`src/rtl/fetch_pkg.sv`:
```
// Shared definitions for the instruction fetch sequencer.
// Latency: n/a (types and constants only).
// Backpressure: n/a.
package fetch_pkg;

    // Fetch sequencer states, one instruction in flight at a time.
    typedef enum logic [2:0] {
        IDLE       = 3'd0,
        PC_DRIVE   = 3'd1,
        ADDR_LATCH = 3'd2,
        MEM_WAIT   = 3'd3,
        HOLD       = 3'd4,
        INC        = 3'd5
    } fetch_state_t;

    localparam int FETCH_ADDR_W         = 16;
    localparam int FETCH_DATA_W         = 16;
    localparam int FETCH_TIMEOUT_CYCLES = 255;

endpackage

```
`src/rtl/fetch_watchdog.sv`:
```
// Memory-wait watchdog: counts MEM_WAIT cycles without ack, flags expiry.
// Latency: expired is combinational in the limit cycle (count registered).
// Backpressure: none; a same-cycle ack always suppresses expiry.
//
// Ports: clock/reset, start (cycle before MEM_WAIT, clears count),
//        waiting (in MEM_WAIT), ack (memory ack), expired (limit hit, no ack).
module fetch_watchdog
    import fetch_pkg::*;
#(
    parameter int TIMEOUT_CYCLES = FETCH_TIMEOUT_CYCLES
) (
    input  logic clock,
    input  logic reset,
    input  logic start,
    input  logic waiting,
    input  logic ack,
    output logic expired
);

    localparam int              CNT_W = $clog2(TIMEOUT_CYCLES + 1);
    // The count holds the number of already-finished ack-less cycles, so the
    // limit is reached in the cycle where it equals TIMEOUT_CYCLES-1.
    localparam logic [CNT_W-1:0] LIMIT = CNT_W'(TIMEOUT_CYCLES - 1);

    logic [CNT_W-1:0] cnt;

    always_ff @(posedge clock or negedge reset) begin
        if (!reset) begin
            cnt <= '0;
        end else if (start) begin
            cnt <= '0;
        end else if (waiting && !ack) begin
            cnt <= cnt + CNT_W'(1);
        end
    end

    assign expired = waiting && !ack && (cnt == LIMIT);

endmodule

```
`src/rtl/fetch_unit.sv`:
```
// Instruction fetch sequencer: PC strobe -> MAR latch -> req/ack read -> hold for decoder.
// Latency: 5 cycles per instruction minimum; instr_valid 4 cycles after run seen in IDLE.
// Backpressure: holds the word (instr_valid) until instr_ready; waits on mem_ack indefinitely
//               unless FETCH_TIMEOUT_EN is defined, which adds a MEM_WAIT timeout and sticky fault.
//
// Ports: clock, reset (async active-low), run (level), pc_enable_out / pc_enable_increment
//        (PC strobes), addr_bus (PC bus, sampled in ADDR_LATCH only), mem_addr/mem_req/
//        mem_ack/mem_rdata (program memory), instr/instr_valid/instr_ready (decoder),
//        busy (not IDLE), fault (sticky timeout, 0 without FETCH_TIMEOUT_EN).
module fetch_unit
    import fetch_pkg::*;
#(
    parameter int ADDR_W         = FETCH_ADDR_W,
    parameter int DATA_W         = FETCH_DATA_W,
    parameter int TIMEOUT_CYCLES = FETCH_TIMEOUT_CYCLES
) (
    input  logic              clock,
    input  logic              reset,
    input  logic              run,
    output logic              pc_enable_out,
    output logic              pc_enable_increment,
    input  logic [ADDR_W-1:0] addr_bus,
    output logic [ADDR_W-1:0] mem_addr,
    output logic              mem_req,
    input  logic              mem_ack,
    input  logic [DATA_W-1:0] mem_rdata,
    output logic [DATA_W-1:0] instr,
    output logic              instr_valid,
    input  logic              instr_ready,
    output logic              busy,
    output logic              fault
);

    fetch_state_t state;
    fetch_state_t state_nxt;
    logic         timeout;
    logic         fault_q;

`ifdef FETCH_TIMEOUT_EN
    fetch_watchdog #(
        .TIMEOUT_CYCLES (TIMEOUT_CYCLES)
    ) u_watchdog (
        .clock   (clock),
        .reset   (reset),
        .start   (state == ADDR_LATCH),
        .waiting (state == MEM_WAIT),
        .ack     (mem_ack),
        .expired (timeout)
    );

    always_ff @(posedge clock or negedge reset) begin
        if (!reset) begin
            fault_q <= 1'b0;
        end else if (timeout) begin
            fault_q <= 1'b1;
        end
    end
`else
    assign timeout = 1'b0;
    // Constant 0 for any legal limit; the watchdog is not built here.
    assign fault_q = (TIMEOUT_CYCLES < 0);
`endif

    always_ff @(posedge clock or negedge reset) begin
        if (!reset) begin
            state <= IDLE;
        end else begin
            state <= state_nxt;
        end
    end

    // Next state and Moore-decoded strobes. Because every output is a pure
    // function of state, an asynchronous reset clears them immediately.
    always_comb begin
        state_nxt           = state;
        pc_enable_out       = 1'b0;
        pc_enable_increment = 1'b0;
        mem_req             = 1'b0;
        instr_valid         = 1'b0;
        case (state)
            IDLE: begin
                // A latched fault parks the unit until reset.
                if (run && !fault_q) begin
                    state_nxt = PC_DRIVE;
                end
            end
            PC_DRIVE: begin
                pc_enable_out = 1'b1;
                state_nxt     = ADDR_LATCH;
            end
            ADDR_LATCH: begin
                pc_enable_out = 1'b1;
                state_nxt     = MEM_WAIT;
            end
            MEM_WAIT: begin
                mem_req = 1'b1;
                // Ack takes priority over a timeout in the same cycle.
                if (mem_ack) begin
                    state_nxt = HOLD;
                end else if (timeout) begin
                    state_nxt = IDLE;
                end
            end
            HOLD: begin
                instr_valid = 1'b1;
                if (instr_ready) begin
                    state_nxt = INC;
                end
            end
            INC: begin
                pc_enable_increment = 1'b1;
                state_nxt           = run ? PC_DRIVE : IDLE;
            end
            default: begin
                state_nxt = IDLE;
            end
        endcase
    end

    // Memory address register: the bus is only meaningful while the PC drives
    // it, which is the ADDR_LATCH cycle.
    always_ff @(posedge clock or negedge reset) begin
        if (!reset) begin
            mem_addr <= '0;
        end else if (state == ADDR_LATCH) begin
            mem_addr <= addr_bus;
        end
    end

    // Instruction register: written only on the accepting ack, so it stays
    // stable for the whole HOLD phase.
    always_ff @(posedge clock or negedge reset) begin
        if (!reset) begin
            instr <= '0;
        end else if ((state == MEM_WAIT) && mem_ack) begin
            instr <= mem_rdata;
        end
    end

    assign busy  = (state != IDLE);
    assign fault = fault_q;

endmodule

```
`config.mk`:
```
export PLATFORM = sky130hd
export DESIGN_NAME = fetch_unit
export DESIGN_NICKNAME = d
export VERILOG_FILES = /design/src/rtl/fetch_pkg.sv /design/src/rtl/fetch_watchdog.sv /design/src/rtl/fetch_unit.sv
export SDC_FILE = /design/constraint.sdc
export NUM_CORES = 1
export LEC_CHECK = 0
export CORE_ASPECT_RATIO = 1.4
export CORE_MARGIN = 1.5
export CORE_UTILIZATION = 39
export DETAILED_ROUTE_END_ITERATION = 12
export PLACE_DENSITY_LB_ADDON = 0.15
export SETUP_SLACK_MARGIN = 0.15
export SYNTH_ARGS = -nofsm -noshare
export SYNTH_HDL_FRONTEND = slang
export SYNTH_HIERARCHICAL = 1
export SYNTH_SLANG_ARGS = --single-unit
```
`constraint.sdc`:
```
create_clock -name clock -period 1.65 [get_ports clock]
set_input_delay 0.33 -clock clock [delete_from_list [all_inputs] [get_ports clock]]
set_output_delay 0.33 -clock clock [all_outputs]
set_load 0.02 [all_outputs]
```
==> results of run 1 <==
cells in the mapped netlist (all sizes together):
cell	count
a22oi	1
a31oi	1
buf	5
clkbuf	1
conb	1
dfrtp	35
inv	1
mux2	32
mux2i	1
nand2	1
nand2b	1
nand4b	1
nor2	3
nor3b	2
o21ai	1
o21bai	1
o22ai	1
or3	1
xnor2	1
final cells by class:
cell class	count	area, sq um	share of cell area, %
Sequential cell	35	880	37.7
Multi-Input combinational cell	49	542	23.2
Tap cell	42	52.6	2.25
Clock buffer	5	68.8	2.95
Clock inverter	3	15.0	0.644
Inverter	1	3.75	0.161
Timing Repair Buffer	83	771	33.0
layer usage:
layer | wire [um] | global-route usage, %
met3 | 239 | 6.08
met4 | 41 | 8.33
met2 | 1650 | 28.0
met1 | 1190 | 17.1
met5 | 0 | 0
report_power, final:
| group | internal (mW) | switching, mW | total (mW) | leakage [nW] |
|---|---|---|---|---|
| Combinational | 1.38 | 1.23 | 2.61 | 0.637 |
| Sequential | 1.31 | 0.251 | 1.56 | 0.410 |
| Clock | 0.288 | 0.302 | 0.590 | 0.0477 |
stage by stage:
stage	setup TNS (ns)	hold WS, ns	std cells	setup slack [ns]
after global routing	0	0.0608	218	0.0381
after floorplan	0	0.0344	91	0.199
final	0	0.0200	218	0.0691
after CTS	0	0.0402	217	0.0567
after detailed placement	-0.112	0.354	209	-0.0412
after global placement	0	0.337	209	0.00647
path summary, 6_finish.rpt:
path / startpoint / end / slack [ns] / cells after the start
worst max-delay path: state[1]$_DFFE_PN0P_ / busy / 0.07 / 2
worst min-delay path: reset / mem_addr[11]$_DFFE_PN0P_ / 0.02 / 1
worst max register to register: state[0]$_DFFE_PN0P_ / mem_addr[6]$_DFFE_PN0P_ / 0.18 / 4
worst min register to register: mem_addr[12]$_DFFE_PN0P_ / mem_addr[12]$_DFFE_PN0P_ / 0.50 / 1
max in group asynchronous: reset / mem_addr[13]$_DFFE_PN0P_ / 1.07 / 2
min in group clock: mem_addr[12]$_DFFE_PN0P_ / mem_addr[12]$_DFFE_PN0P_ / 0.50 / 1
worst max-delay path, delay by kind of cell, from the launching register on:
kind	cells	cell delay, ns
buffers and inverters	1	0.17
and+or+nand+nor	1	0.37
DFF	1	0.44
state kept, by name, summed over array words and instances, names as in the netlist:
signal,count
instr,16
state,3
mem_addr,16
logic make-up after synthesis:
kind of cell           synth area share (%)
XOR/XNOR                              0.600
AND/OR/NAND/NOR                        5.31
other                                 0.257
AO/OA/AOI/OAI                          2.23
flip-flops                             60.0
multiplexers                           27.7
buffers and inverters                  3.94
what timing repair did:
action	CTS	global route
setup buffers	0	1
hold buffers	0	0
endpoints found under the setup margin	38	20
gates resized for setup	56	7
==> results.py, run 1 <==
metrics = {
    "die": {
        "height_of_the_die_um": 75.4,
        "core_area_sq_um": 3610,
        "design.portCount": 75,
        "starting_density_pct": 40.4,
        "die_width_um": 54.7,
        "dieArea_sq_um": 4130,
        "rows": 26,
    },
    "finish": {
        "commonest_cells_after_routing_fill_and_taps_aside": "35 x clkdlybuf4s50_1, 32 x dfrtp_1, 32 x dlygate4sd2_1, 23 x mux2_2, 12 x buf_4",
        "final_layout_size_suffix_gt1_share_pct": 36.4,
        "fin_nets": 212,
        "n_fill_cell": 318,
        "final_util_pct": 64.6,
        "num_antenna_cells": 0,
        "final_design_area_no_fill_sq_um": 2330,
        "layout_commonest_cell": "clkdlybuf4s50_1",
        "area_growth_pct": 59.7,
    },
    "clock_network": {
        "tritoncts": "built",
        "clock-sinks": 35,
        "h-tree-depth": 2,
        "worst_setup_hold_path_clk_slew_ns": 0.07,
        "clk_path_buf_depth": 2,
        "ctsRootBufferMaster": "clkbuf_8",
        "insertion_delay_ns": 0.28,
        "cts-buffers-inserted": 5,
    },
    "sta": {
        "drv_slew": 0,
        "clock-skew-final_ns": 0.00301,
        "tightestPinTransition_ns": 0.539,
        "timing.final.hold_violations": 0,
        "layout_min_cycle_time_ns": 1.58,
        "grt_setup_unrepaired": "true",
        "maximum_clock_rate_mhz": 633,
        "final_min_period_over_clock_period_pct": 95.8,
        "final-setup-viol-count": 0,
        "relSlewSlack_pct": 64.1,
    },
    "grt": {
        "antenna_found_initial": 0,
        "grt_max_degree": 26,
        "grt_overflow_total": 0,
        "grt_usage_pct": 16.4,
        "vias_in_the_first_global_route": 1037,
        "grt_pass1_wl_um": 4610,
    },
    "power_and_ir_drop": {
        "total_leakage_power_nw": 1.10,
        "power_mw": 4.76,
        "power_density_nw_per_um2": 2040,
        "ir_worst_vdd_uv": 1250,
    },
    "worst_setup_path": {
        "setup.worst_path.end_class": "output pin",
        "critPathArrivalTime_ns": 1.25,
        "worstPathRequired_ns": 1.32,
        "peak_per_stage_delay_on_the_critical_path_ns": 0.44,
        "crit_chain": "or3_1, buf_2",
        "timing.setup.critical_path_class": "reg -> out",
        "cp-start-kind": "register",
        "critical-path-slowest-cell": "dfrtp_2",
        "timing.critical_path.fanout_max": 5,
    },
    "synthesis": {
        "mean_area_per_synthesized_cell_sq_um": 16.0,
        "mappedNetlistArea_sq_um": 1460,
        "ys_types": 22,
        "ys_top_cells_by_area": "dfrtp_1 60%, mux2_2 18%, mux2_4 9.3%",
        "synth-seq-area-share_pct": 60.0,
        "synth_fp_nets": 128,
        "ys_ff_latch": 35,
        "number_of_warnings_printed_during_yosys_synthesis": 6,
        "synth_top_cell_area_share_pct": 60.0,
        "synthDominantAreaCellType": "dfrtp_1",
        "netlist_instances": 91,
    },
    "detailed_routing": {
        "routed_wire_length_per_instance_um": 14.3,
        "total_vias_in_the_final_route": 1029,
        "1st_iter_drt_viols": 16,
        "first_pass_iters": 4,
        "routed_via_density": 4.72,
        "detail_route.wirelength_um": 3120,
        "route.antenna.remaining_nets": 0,
        "drcViolationCount": 0,
    },
    "status": {
        "status": "complete, no violations",
    },
    "placement": {
        "dp_hpwl_um": 2310,
        "replace_congestion": 0.738,
        "placed_cell_area_sq_um": 2280,
        "port-buffer-count": 73,
    },
    "hold_path": {
        "type_of_the_most_critical_hold_path": "in -> async",
    },
    "job": {
        "timing.max_cap.violations": 0,
    },
}
(Power assumes the default switching activity.)
==> inputs of run 2 (changes only) <==
- CORE_UTILIZATION: 39 -> 35
==> results.py, run 2 (synthesized netlist as in run 1, its figures left out) <==
metrics = {
    "finish": {
        "num_antenna_cells": 0,
        "final_layout_size_suffix_gt1_share_pct": 37.1,
        "largestRegisters": "instr: 16 flops, mem_addr: 16 flops, state: 3 flops",
        "fin_nets": 212,
        "fin_cells": 218,
        "layout_commonest_cell": "clkdlybuf4s50_1",
        "commonest_cells_after_routing_fill_and_taps_aside": "35 x clkdlybuf4s50_1, 32 x dfrtp_1, 32 x dlygate4sd2_1, 23 x mux2_2",
        "area_growth_pct": 61.7,
    },
    "sta": {
        "final-setup-viol-count": 0,
        "whs_ns": 0.0445,
        "final_min_period_over_clock_period_pct": 96.2,
        "tightestPinTransition_ns": 0.583,
        "timing.final.hold_violations": 0,
        "clock-skew-final_ns": 0.00333,
        "maximum_clock_rate_mhz": 630,
        "grt_setup_unrepaired": "true",
        "layout_min_cycle_time_ns": 1.59,
        "relSlewSlack_pct": 61.1,
        "drv_slew": 0,
    },
    "detailed_routing": {
        "routed_wire_length_per_instance_um": 14.4,
        "route.met2.wl_um": 1630,
        "detailroute.wirelength.met3_um": 340,
        "drcViolationCount": 0,
        "routed_via_density": 4.74,
        "detail_route.wirelength_um": 3140,
        "detail_route.wirelength.met1_um": 1120,
        "maxUsedRoutingLayer": "met4",
        "first_pass_iters": 3,
        "total_vias_in_the_final_route": 1034,
        "1st_iter_drt_viols": 17,
        "route.antenna.remaining_nets": 0,
    },
    "grt": {
        "grt_pass1_wl_um": 4870,
        "grt_overflow_total": 0,
        "antenna_found_initial": 0,
        "vias_in_the_first_global_route": 1062,
        "grt_usage_pct": 14.2,
        "grt_max_degree": 28,
    },
    "clock_network": {
        "ctsHoldBuffers": 0,
        "insertion_delay_ns": 0.28,
        "worst_setup_hold_path_clk_slew_ns": 0.07,
        "clk_path_buf_depth": 2,
        "ctsRootBufferMaster": "clkbuf_8",
        "clock-sinks": 35,
        "cts-buffers-inserted": 5,
        "h-tree-depth": 2,
        "tritoncts": "built",
    },
    "die": {
        "rows": 27,
        "starting_density_pct": 36.9,
        "height_of_the_die_um": 79.4,
        "core_area_sq_um": 3950,
        "die_width_um": 57.6,
        "dieArea_sq_um": 4570,
        "design.portCount": 75,
    },
    "status": {
        "status": "complete, no violations",
    },
    "worst_setup_path": {
        "peak_per_stage_delay_on_the_critical_path_ns": 0.44,
        "cp-start-kind": "register",
        "worstPathRequired_ns": 1.32,
        "worst_path_dominant_cell_family": "flip-flops",
        "worst-r2r-cell-count": 5,
        "setup.worst_path.end_class": "output pin",
        "path_buf_inv": 1,
        "critical-path-slowest-cell": "dfrtp_2",
        "worst-r2r-setup-slack_ns": 0.14,
        "timing.setup.critical_path_class": "reg -> out",
        "critical_path.reg2reg.endpoint": "mem_addr[11]$_DFFE_PN0P_",
        "timing.critical_path.fanout_max": 5,
        "reg2reg_from": "state[1]$_DFFE_PN0P_",
        "crit_chain": "or3_4, buf_6",
        "critPathArrivalTime_ns": 1.26,
    },
    "power_and_ir_drop": {
        "power_density_nw_per_um2": 2040,
        "power_mw": 4.82,
        "total_leakage_power_nw": 1.11,
        "ir_worst_vdd_uv": 1410,
    },
    "placement": {
        "port-buffer-count": 73,
        "replace_congestion": 0.780,
        "dp_hpwl_um": 2300,
        "place_inst": 207,
    },
    "hold_path": {
        "type_of_the_most_critical_hold_path": "in -> async",
    },
    "job": {
        "timing.max_cap.violations": 0,
    },
}
==> run 2: cell count changes in the layout (fill, tap and decap cells not counted), sizes merged <==
cell,change
clkinv,-2
buf,-1
clkbuf,+2
==> run 2: metrics by stage <==
stage / instance area [sq um] / utilization, % / setup WS (ns) / TNS [ns]
CTS: 2290 / 58.0 / 0.0631 / 0
finish: 2360 / 59.7 / 0.0633 / 0
global route: 2360 / 59.7 / 0.0349 / 0
floorplan: 1460 / - / 0.199 / 0
detailed placement: 2260 / 57.1 / -0.0594 / -0.125
global placement: 2260 / 57.1 / -0.000654 / -0.000654
==> run 2: repair_timing <==
action / 4_1_cts / 5_1_grt
buffers inserted: 1 / 2
gates cloned: 0 / 1
pin swaps: 0 / 1
gates resized for setup: 56 / 9
endpoints found under the setup margin: 37 / 28
==> run 2: layout make-up <==
class / instances / area (sq um)
clock buffers: 6 / 82.6
well taps: 43 / 53.8
multi-input cells: 49 / 547
clock inverters: 1 / 5.00
fillers: 352 / 1590
repair buffers: 83 / 790
inverters: 1 / 3.75
flip-flops and latches: 35 / 880
==> run 2: metal layers <==
metal / up-vias / track usage (%)
met5: - / 0
met4: 0 / 6.28
met3: 5 / 6.00
met2: 55 / 23.1
met1: 491 / 15.9
li1: 483 / -
==> run 2: worst max path at each step <==
stage,from,endpoint,slack [ns],cells past startpoint
after global routing,state[0]$_DFFE_PN0P_,busy,0.03,2
after detailed placement,state[1]$_DFFE_PN0P_,instr_valid,-0.06,3
after floorplan,state[0]$_DFFE_PN0P_,mem_req,0.20,3
after CTS,state[0]$_DFFE_PN0P_,busy,0.06,2
final,state[0]$_DFFE_PN0P_,busy,0.06,2
after global placement,state[1]$_DFFE_PN0P_,busy,-0.0007,2
==> run 2: report_power, final <==
| part | internal, mW | switching (mW) |
|---|---|---|
| registers | 1.31 | 0.239 |
| logic | 1.40 | 1.25 |
| clock network | 0.327 | 0.284 |
| total | 3.04 | 1.77 |
